File: src/rtl/multdiv_issue_ctrl_pkg.sv
// rtl/multdiv_issue_ctrl_pkg.sv - shared state encoding and writeback defaults for the multdiv issue path
//
// Holds the issue FSM state type and the default register/exception codes
// that the decode and writeback stages also rely on.
package multdiv_issue_ctrl_pkg;

    typedef enum logic [1:0] {
        ST_IDLE  = 2'd0,
        ST_START = 2'd1,
        ST_BUSY  = 2'd2,
        ST_DONE  = 2'd3
    } md_state_t;

    localparam int DEF_REG_ADDR_W  = 5;
    localparam int DEF_RSTATUS_REG = 30;
    localparam int DEF_EXC_MULT    = 4;
    localparam int DEF_EXC_DIV     = 5;
    localparam int DEF_TIMEOUT     = 40;

    // Zero-extended $rstatus code for the operation that faulted.
    function automatic logic [31:0] exc_code(input logic is_mult,
                                             input int   exc_mult,
                                             input int   exc_div);
        return is_mult ? 32'(exc_mult) : 32'(exc_div);
    endfunction

endpackage

File: src/rtl/multdiv_issue_ctrl_watchdog.sv
// rtl/multdiv_issue_ctrl_watchdog.sv - busy-cycle watchdog counter for the multdiv issue FSM
//
// Ports:
//   clock    - system clock
//   reset    - synchronous active-high reset, clears the counter
//   enable   - high while the FSM is in BUSY; low clears the counter
//   terminal - high during the BUSY cycle in which the count equals TIMEOUT-1
module md_watchdog #(
    parameter int TIMEOUT = 40
) (
    input  logic clock,
    input  logic reset,
    input  logic enable,
    output logic terminal
);

    localparam int CW = $clog2(TIMEOUT + 1);

    logic [CW-1:0] count;

    always_ff @(posedge clock) begin
        if (reset || !enable) begin
            count <= '0;
        end else if (count != CW'(TIMEOUT)) begin
            // Saturate rather than wrap so a stuck enable can never re-arm silently.
            count <= count + 1'b1;
        end
    end

    assign terminal = enable && (count == CW'(TIMEOUT - 1));

endmodule

File: src/rtl/multdiv_issue_ctrl.sv
// rtl/multdiv_issue_ctrl.sv - execute-stage issue/interlock controller for the multi-cycle multiply/divide unit
//
// Ports:
//   clock, reset                  - system clock, synchronous active-high reset
//   ex_valid, ex_is_mult,
//   ex_is_div, ex_opA, ex_opB,
//   ex_rd                         - decoded instruction from the execute stage
//   md_ready, md_result,
//   md_exception                  - completion interface from the multdiv unit
//   md_opA, md_opB                - latched operands held on the unit's inputs
//   md_ctrl_mult, md_ctrl_div     - one-cycle start pulses
//   stall                         - pipeline freeze (combinational)
//   wb_valid, wb_rd, wb_data      - single-cycle writeback, zeroed when not valid
//   timeout_err                   - one-cycle pulse when the watchdog fires
module multdiv_issue_ctrl
    import multdiv_issue_ctrl_pkg::*;
#(
    parameter int REG_ADDR_W  = DEF_REG_ADDR_W,
    parameter int RSTATUS_REG = DEF_RSTATUS_REG,
    parameter int EXC_MULT    = DEF_EXC_MULT,
    parameter int EXC_DIV     = DEF_EXC_DIV,
    parameter int TIMEOUT     = DEF_TIMEOUT
) (
    input  logic                  clock,
    input  logic                  reset,
    input  logic                  ex_valid,
    input  logic                  ex_is_mult,
    input  logic                  ex_is_div,
    input  logic [31:0]           ex_opA,
    input  logic [31:0]           ex_opB,
    input  logic [REG_ADDR_W-1:0] ex_rd,
    input  logic                  md_ready,
    input  logic [31:0]           md_result,
    input  logic                  md_exception,
    output logic [31:0]           md_opA,
    output logic [31:0]           md_opB,
    output logic                  md_ctrl_mult,
    output logic                  md_ctrl_div,
    output logic                  stall,
    output logic                  wb_valid,
    output logic [REG_ADDR_W-1:0] wb_rd,
    output logic [31:0]           wb_data,
    output logic                  timeout_err
);

    md_state_t             state;
    logic                  op_is_mult;
    logic [REG_ADDR_W-1:0] rd_q;
    logic                  accept;
    logic                  wd_terminal;
    logic [31:0]           fault_code;

    localparam logic [REG_ADDR_W-1:0] RSTATUS_ADDR = REG_ADDR_W'(RSTATUS_REG);

    assign accept     = (state == ST_IDLE) && ex_valid && (ex_is_mult || ex_is_div);
    // Freeze in the accept cycle itself; release in DONE so the instruction retires.
    assign stall      = accept || (state == ST_START) || (state == ST_BUSY);
    assign fault_code = exc_code(op_is_mult, EXC_MULT, EXC_DIV);

    md_watchdog #(
        .TIMEOUT (TIMEOUT)
    ) u_watchdog (
        .clock    (clock),
        .reset    (reset),
        .enable   (state == ST_BUSY),
        .terminal (wd_terminal)
    );

    always_ff @(posedge clock) begin
        if (reset) begin
            state        <= ST_IDLE;
            op_is_mult   <= 1'b0;
            rd_q         <= '0;
            md_opA       <= '0;
            md_opB       <= '0;
            md_ctrl_mult <= 1'b0;
            md_ctrl_div  <= 1'b0;
            wb_valid     <= 1'b0;
            wb_rd        <= '0;
            wb_data      <= '0;
            timeout_err  <= 1'b0;
        end else begin
            // Pulse-type outputs default low every cycle.
            md_ctrl_mult <= 1'b0;
            md_ctrl_div  <= 1'b0;
            wb_valid     <= 1'b0;
            wb_rd        <= '0;
            wb_data      <= '0;
            timeout_err  <= 1'b0;

            case (state)
                ST_IDLE: begin
                    if (accept) begin
                        md_opA       <= ex_opA;
                        md_opB       <= ex_opB;
                        rd_q         <= ex_rd;
                        // MULT takes priority when decode flags both.
                        op_is_mult   <= ex_is_mult;
                        md_ctrl_mult <= ex_is_mult;
                        md_ctrl_div  <= !ex_is_mult;
                        state        <= ST_START;
                    end
                end

                ST_START: begin
                    // md_ready may still be high from the previous op; do not look at it.
                    state <= ST_BUSY;
                end

                ST_BUSY: begin
                    if (md_ready) begin
                        state <= ST_DONE;
                        if (md_exception) begin
                            wb_valid <= 1'b1;
                            wb_rd    <= RSTATUS_ADDR;
                            wb_data  <= fault_code;
                        end else if (rd_q != '0) begin
                            wb_valid <= 1'b1;
                            wb_rd    <= rd_q;
                            wb_data  <= md_result;
                        end
                    end else if (wd_terminal) begin
                        // Unit never answered: report it as a fault of this op.
                        state       <= ST_DONE;
                        timeout_err <= 1'b1;
                        wb_valid    <= 1'b1;
                        wb_rd       <= RSTATUS_ADDR;
                        wb_data     <= fault_code;
                    end
                end

                ST_DONE: begin
                    state <= ST_IDLE;
                end

                default: begin
                    state <= ST_IDLE;
                end
            endcase
        end
    end

endmodule
File: config.mk
export PLATFORM = sky130hd
export DESIGN_NAME = multdiv_issue_ctrl
export DESIGN_NICKNAME = d
export VERILOG_FILES = /design/src/rtl/multdiv_issue_ctrl_pkg.sv /design/src/rtl/multdiv_issue_ctrl_watchdog.sv /design/src/rtl/multdiv_issue_ctrl.sv
export SDC_FILE = /design/constraint.sdc
export NUM_CORES = 1
export LEC_CHECK = 0
export CORE_ASPECT_RATIO = 0.8
export CORE_MARGIN = 8
export CORE_UTILIZATION = 42
export CTS_BUF_LIST = sky130_fd_sc_hd__clkbuf_4 sky130_fd_sc_hd__clkbuf_8 sky130_fd_sc_hd__clkbuf_16
export DETAILED_ROUTE_END_ITERATION = 7
export PLACE_DENSITY = 0.8
export REMOVE_ABC_BUFFERS = 1
export SYNTH_ARGS = -nofsm -noshare
export SYNTH_HDL_FRONTEND = slang
export SYNTH_SLANG_ARGS = --single-unit
export TNS_END_PERCENT = 1
File: constraint.sdc
create_clock -name clock -period 3.7 [get_ports clock]
set_input_delay 0.925 -clock clock [delete_from_list [all_inputs] [get_ports clock]]
set_output_delay 0.925 -clock clock [all_outputs]
set_load 0.05 [all_outputs]
==> results.cfg <==
[run_status]
outcome = finished, final reports clean

[clock_network]
holdBufCountCts = 0
clock_latency_ns = 0.40
numCtsBuffers = 17
cts.repair.resized = 0
post-cts-setup-buffer-count = 0
tritoncts_clock_tree = built
h-tree-depth = 4
clock_tree.buffer_depth = 2
worst_setup_hold_path_clk_slew_ns = 0.05
ctsRootBufferMaster = sky130_fd_sc_hd__clkbuf_16
tritoncts_num_sinks = 119

[power]
sw_frac_of_total_pct = 31.4
power_per_cell_area_nw_per_um2 = 642
leakage_uw = 0.00265
internal-power_uw = 3040
sequentialPowerShare_pct = 33.9
net-switching-power_uw = 1390
clkPwrFrac_pct = 39.0
combinational_share_of_power_pct = 27.1
irDropWorstVdd_mv = 0.444

[global_routing]
antenna_found_initial = 0
global_route.usage.total_pct = 19.9
grt_max_degree = 76
grt_pass1_wl_um = 20700
globalRouteOverflowTotal = 0
first_global_vias = 3925

[synth]
ys_seq_elements = 119
ys_async_sr_fraction_pct = 0
synth.distinct_cells = 33
ys.warnings.count = 0
synth_cells = 455
netlist_top_cells_area = sky130_fd_sc_hd__dfxtp_1 (58%), sky130_fd_sc_hd__nand2_1 (14%), sky130_fd_sc_hd__a21oi_1 (8.5%), sky130_fd_sc_hd__and2_4 (6.0%), sky130_fd_sc_hd__buf_2 (1.8%)
yosys_most_used_dff = sky130_fd_sc_hd__dfxtp_1
synth_largest_area_cell = sky130_fd_sc_hd__dfxtp_1
syn_avg_cell_area_um2 = 9.05
edff_count_synth = 0
synth-seq-area-share_pct = 57.9
synthDominantCellAreaShare_pct = 57.9
synth_area_um2 = 4120

[route]
drt_pre_antenna_iters = 4
remaining_drc_errors = 0
antenna_violating_nets_post_route = 0
drtIter0Drc = 169
routed_wire_length_per_instance_um = 16.6
vias_after_detailed_routing = 3759
detail_route.wirelength_um = 13200
post_drt_via_cell_ratio = 4.74

[placement]
post-place-cells = 762
rd_place_congestion = 0.764
port-buffer-count = 213
dp_hpwl_um = 9380
dp_worst_setup_slack_ns = 0.559

[worst_setup_path]
critical_path_class = primary input to primary output
worst-endpoint-arrival_ns = 2.20
cp.required_ns = 2.77
timing.critical_path.slowest_stage_cell = sky130_fd_sc_hd__clkdlybuf4s50_1
setup_crit_start_kind = primary input
critical_path.max_fanout = 5
crit_path_end_kind = primary output
max_stage_delay_ns = 0.48
critical_path.cell_chain = clkdlybuf4s50_1, o211a_2, or3_1, buf_4

[job]
drv_cap = 0

[floorplan]
initial_utilization_pct = 42.8
std_cell_rows = 32
core-area_um2 = 9610
die_x_um = 127
fp.dieH_um = 105
die_area_um2 = 13200
io-pin-count = 214

[sta]
timing.final.ws_setup_ns = 0.574
grt_setup_unrepaired = false
fin_skew_ns = 0.00783
report.final.hold_viol_count = 0
fmaxAchievable_ghz = 0.320
setup-violations-final = 0
timing_max_transition_violations_final = 0
ratio_of_final_minimum_period_to_clock_period_pct = 84.5
final.min_clock_period_ns = 3.13
worst_slew_pin_slew_ns = 1.20
relative_slew_slack_pct = 19.7

[hold_path]
holdCritPathClass = flop to flop

[cells_and_area]
n_antenna_cell = 0
layout-area-overhead-vs-synth_pct = 67.8
drive_gt1_share_pct = 10.2
design.final.nets = 776
stdcell_count = 793
fin_util_pct = 71.9
==> path summary, 6_finish.rpt <==
path,from,end,slack [ns],depth (start not counted)
worst max register to register,state[0],wb_data[3],1.35,6
worst min-delay path,op_is_mult,wb_data[0],0.44,1
worst max-delay path,ex_is_mult,stall,0.57,4
worst min register to register,op_is_mult,wb_data[0],0.44,1
==> stage by stage <==
stage          TNS [ns]  hold slack [ns]  cell area [um^2]  power, uW
6_report              0            0.438              6910       4430
3_3_place_gp          0            0.420              6280       2710
3_5_place_dp          0            0.428              6280       2730
5_1_grt               0            0.468              6910       4630
2_1_floorplan    -13.98            0.404              3970       2240
4_1_cts               0            0.439              6910       4480
==> cells in the mapped netlist, types with 2 or more instances <==
cell and instances:
sky130_fd_sc_hd__nand2_1 152, sky130_fd_sc_hd__xnor2_1 2, sky130_fd_sc_hd__clkbuf_1 10, sky130_fd_sc_hd__inv_1 6
sky130_fd_sc_hd__and2_1 3, sky130_fd_sc_hd__nor3_1 6, sky130_fd_sc_hd__buf_2 15, sky130_fd_sc_hd__xor2_1 3
sky130_fd_sc_hd__o211a_1 2, sky130_fd_sc_hd__a21oi_1 70, sky130_fd_sc_hd__mux2i_1 2, sky130_fd_sc_hd__dfxtp_1 119
sky130_fd_sc_hd__ha_1 6, sky130_fd_sc_hd__and2_4 28, sky130_fd_sc_hd__nand2b_1 6, sky130_fd_sc_hd__nand3_1 3
sky130_fd_sc_hd__buf_6 3, sky130_fd_sc_hd__nor2_1 4
==> cells in the final DEF (no fill, tap or decap), types with 2 or more instances in the layout <==
cell type / count
sky130_fd_sc_hd__and2_4: 28
sky130_fd_sc_hd__nand3_1: 3
sky130_fd_sc_hd__nand2_1: 152
sky130_fd_sc_hd__ha_1: 6
sky130_fd_sc_hd__clkbuf_4: 2
sky130_fd_sc_hd__mux2i_1: 2
sky130_fd_sc_hd__nor2_1: 4
sky130_fd_sc_hd__xnor2_1: 2
sky130_fd_sc_hd__and2_1: 3
sky130_fd_sc_hd__clkdlybuf4s50_1: 211
sky130_fd_sc_hd__clkbuf_8: 3
sky130_fd_sc_hd__dfxtp_1: 119
sky130_fd_sc_hd__nor3_1: 6
sky130_fd_sc_hd__nand2b_1: 6
sky130_fd_sc_hd__bufinv_16: 4
sky130_fd_sc_hd__clkinv_2: 4
sky130_fd_sc_hd__xor2_1: 3
sky130_fd_sc_hd__clkbuf_16: 17
sky130_fd_sc_hd__buf_4: 3
sky130_fd_sc_hd__a21oi_1: 70
sky130_fd_sc_hd__inv_1: 6
==> area by class of cell <==
cell class / instances / area, um^2
multi-input cells: 302 / 1570
clock inverters: 9 / 148
flip-flops and latches: 119 / 2380
fillers: 688 / 2700
repair buffers: 216 / 2160
well taps: 119 / 149
clock buffers: 22 / 482
inverters: 6 / 22.5
==> power groups by stage <==
| stage | clock network (uW) | registers, uW | logic, uW |
|---|---|---|---|
| final | 1730 | 1500 | 1200 |
| after global routing | 1830 | 1520 | 1280 |
| after CTS | 1760 | 1500 | 1220 |
| after detailed placement | 0 | 1530 | 1210 |
| after global placement | 0 | 1520 | 1200 |
| after floorplan | 0 | 1940 | 299 |
==> logic make-up (layout without fill, tap and decap cells) <==
group	Yosys count	count (layout)	share of synthesized area [%]
AO/OA/AOI/OAI	80	80	10.6
multiplexers	2	2	0.486
buffers and inverters	34	253	4.10
adder cells (fa/ha/maj)	6	6	1.82
flip-flops	119	119	57.9
AND/OR/NAND/NOR	209	209	24.0
XOR/XNOR	5	5	1.06
==> per-layer routing <==
metal	GRT usage, %	vias to the layer above	routed length, um	share of wire [%]
li1	-	1875	-	-
met2	31.2	181	5780	44
met3	13.1	17	1850	14
met5	0	-	0	0
met4	6.95	0	185	1.4
met1	21.2	1686	5340	41
==> worst max-delay path, delay by kind of cell <==
family | cells | cell delay [ns]
AOI/OAI and AO/OA | 1 | 0.29
buffers and inverters | 2 | 0.68
and+or+nand+nor | 1 | 0.31
==> sequential cells by signal, summed over array words and instances (netlist names), 2 cells and up <==
| name | cells |
|---|---|
| md_opA | 32 |
| md_opB | 32 |
| wb_data | 32 |
| u_watchdog.count | 6 |
| rd_q | 5 |
| wb_rd | 5 |
| state | 2 |
(Power assumes the default switching activity.)
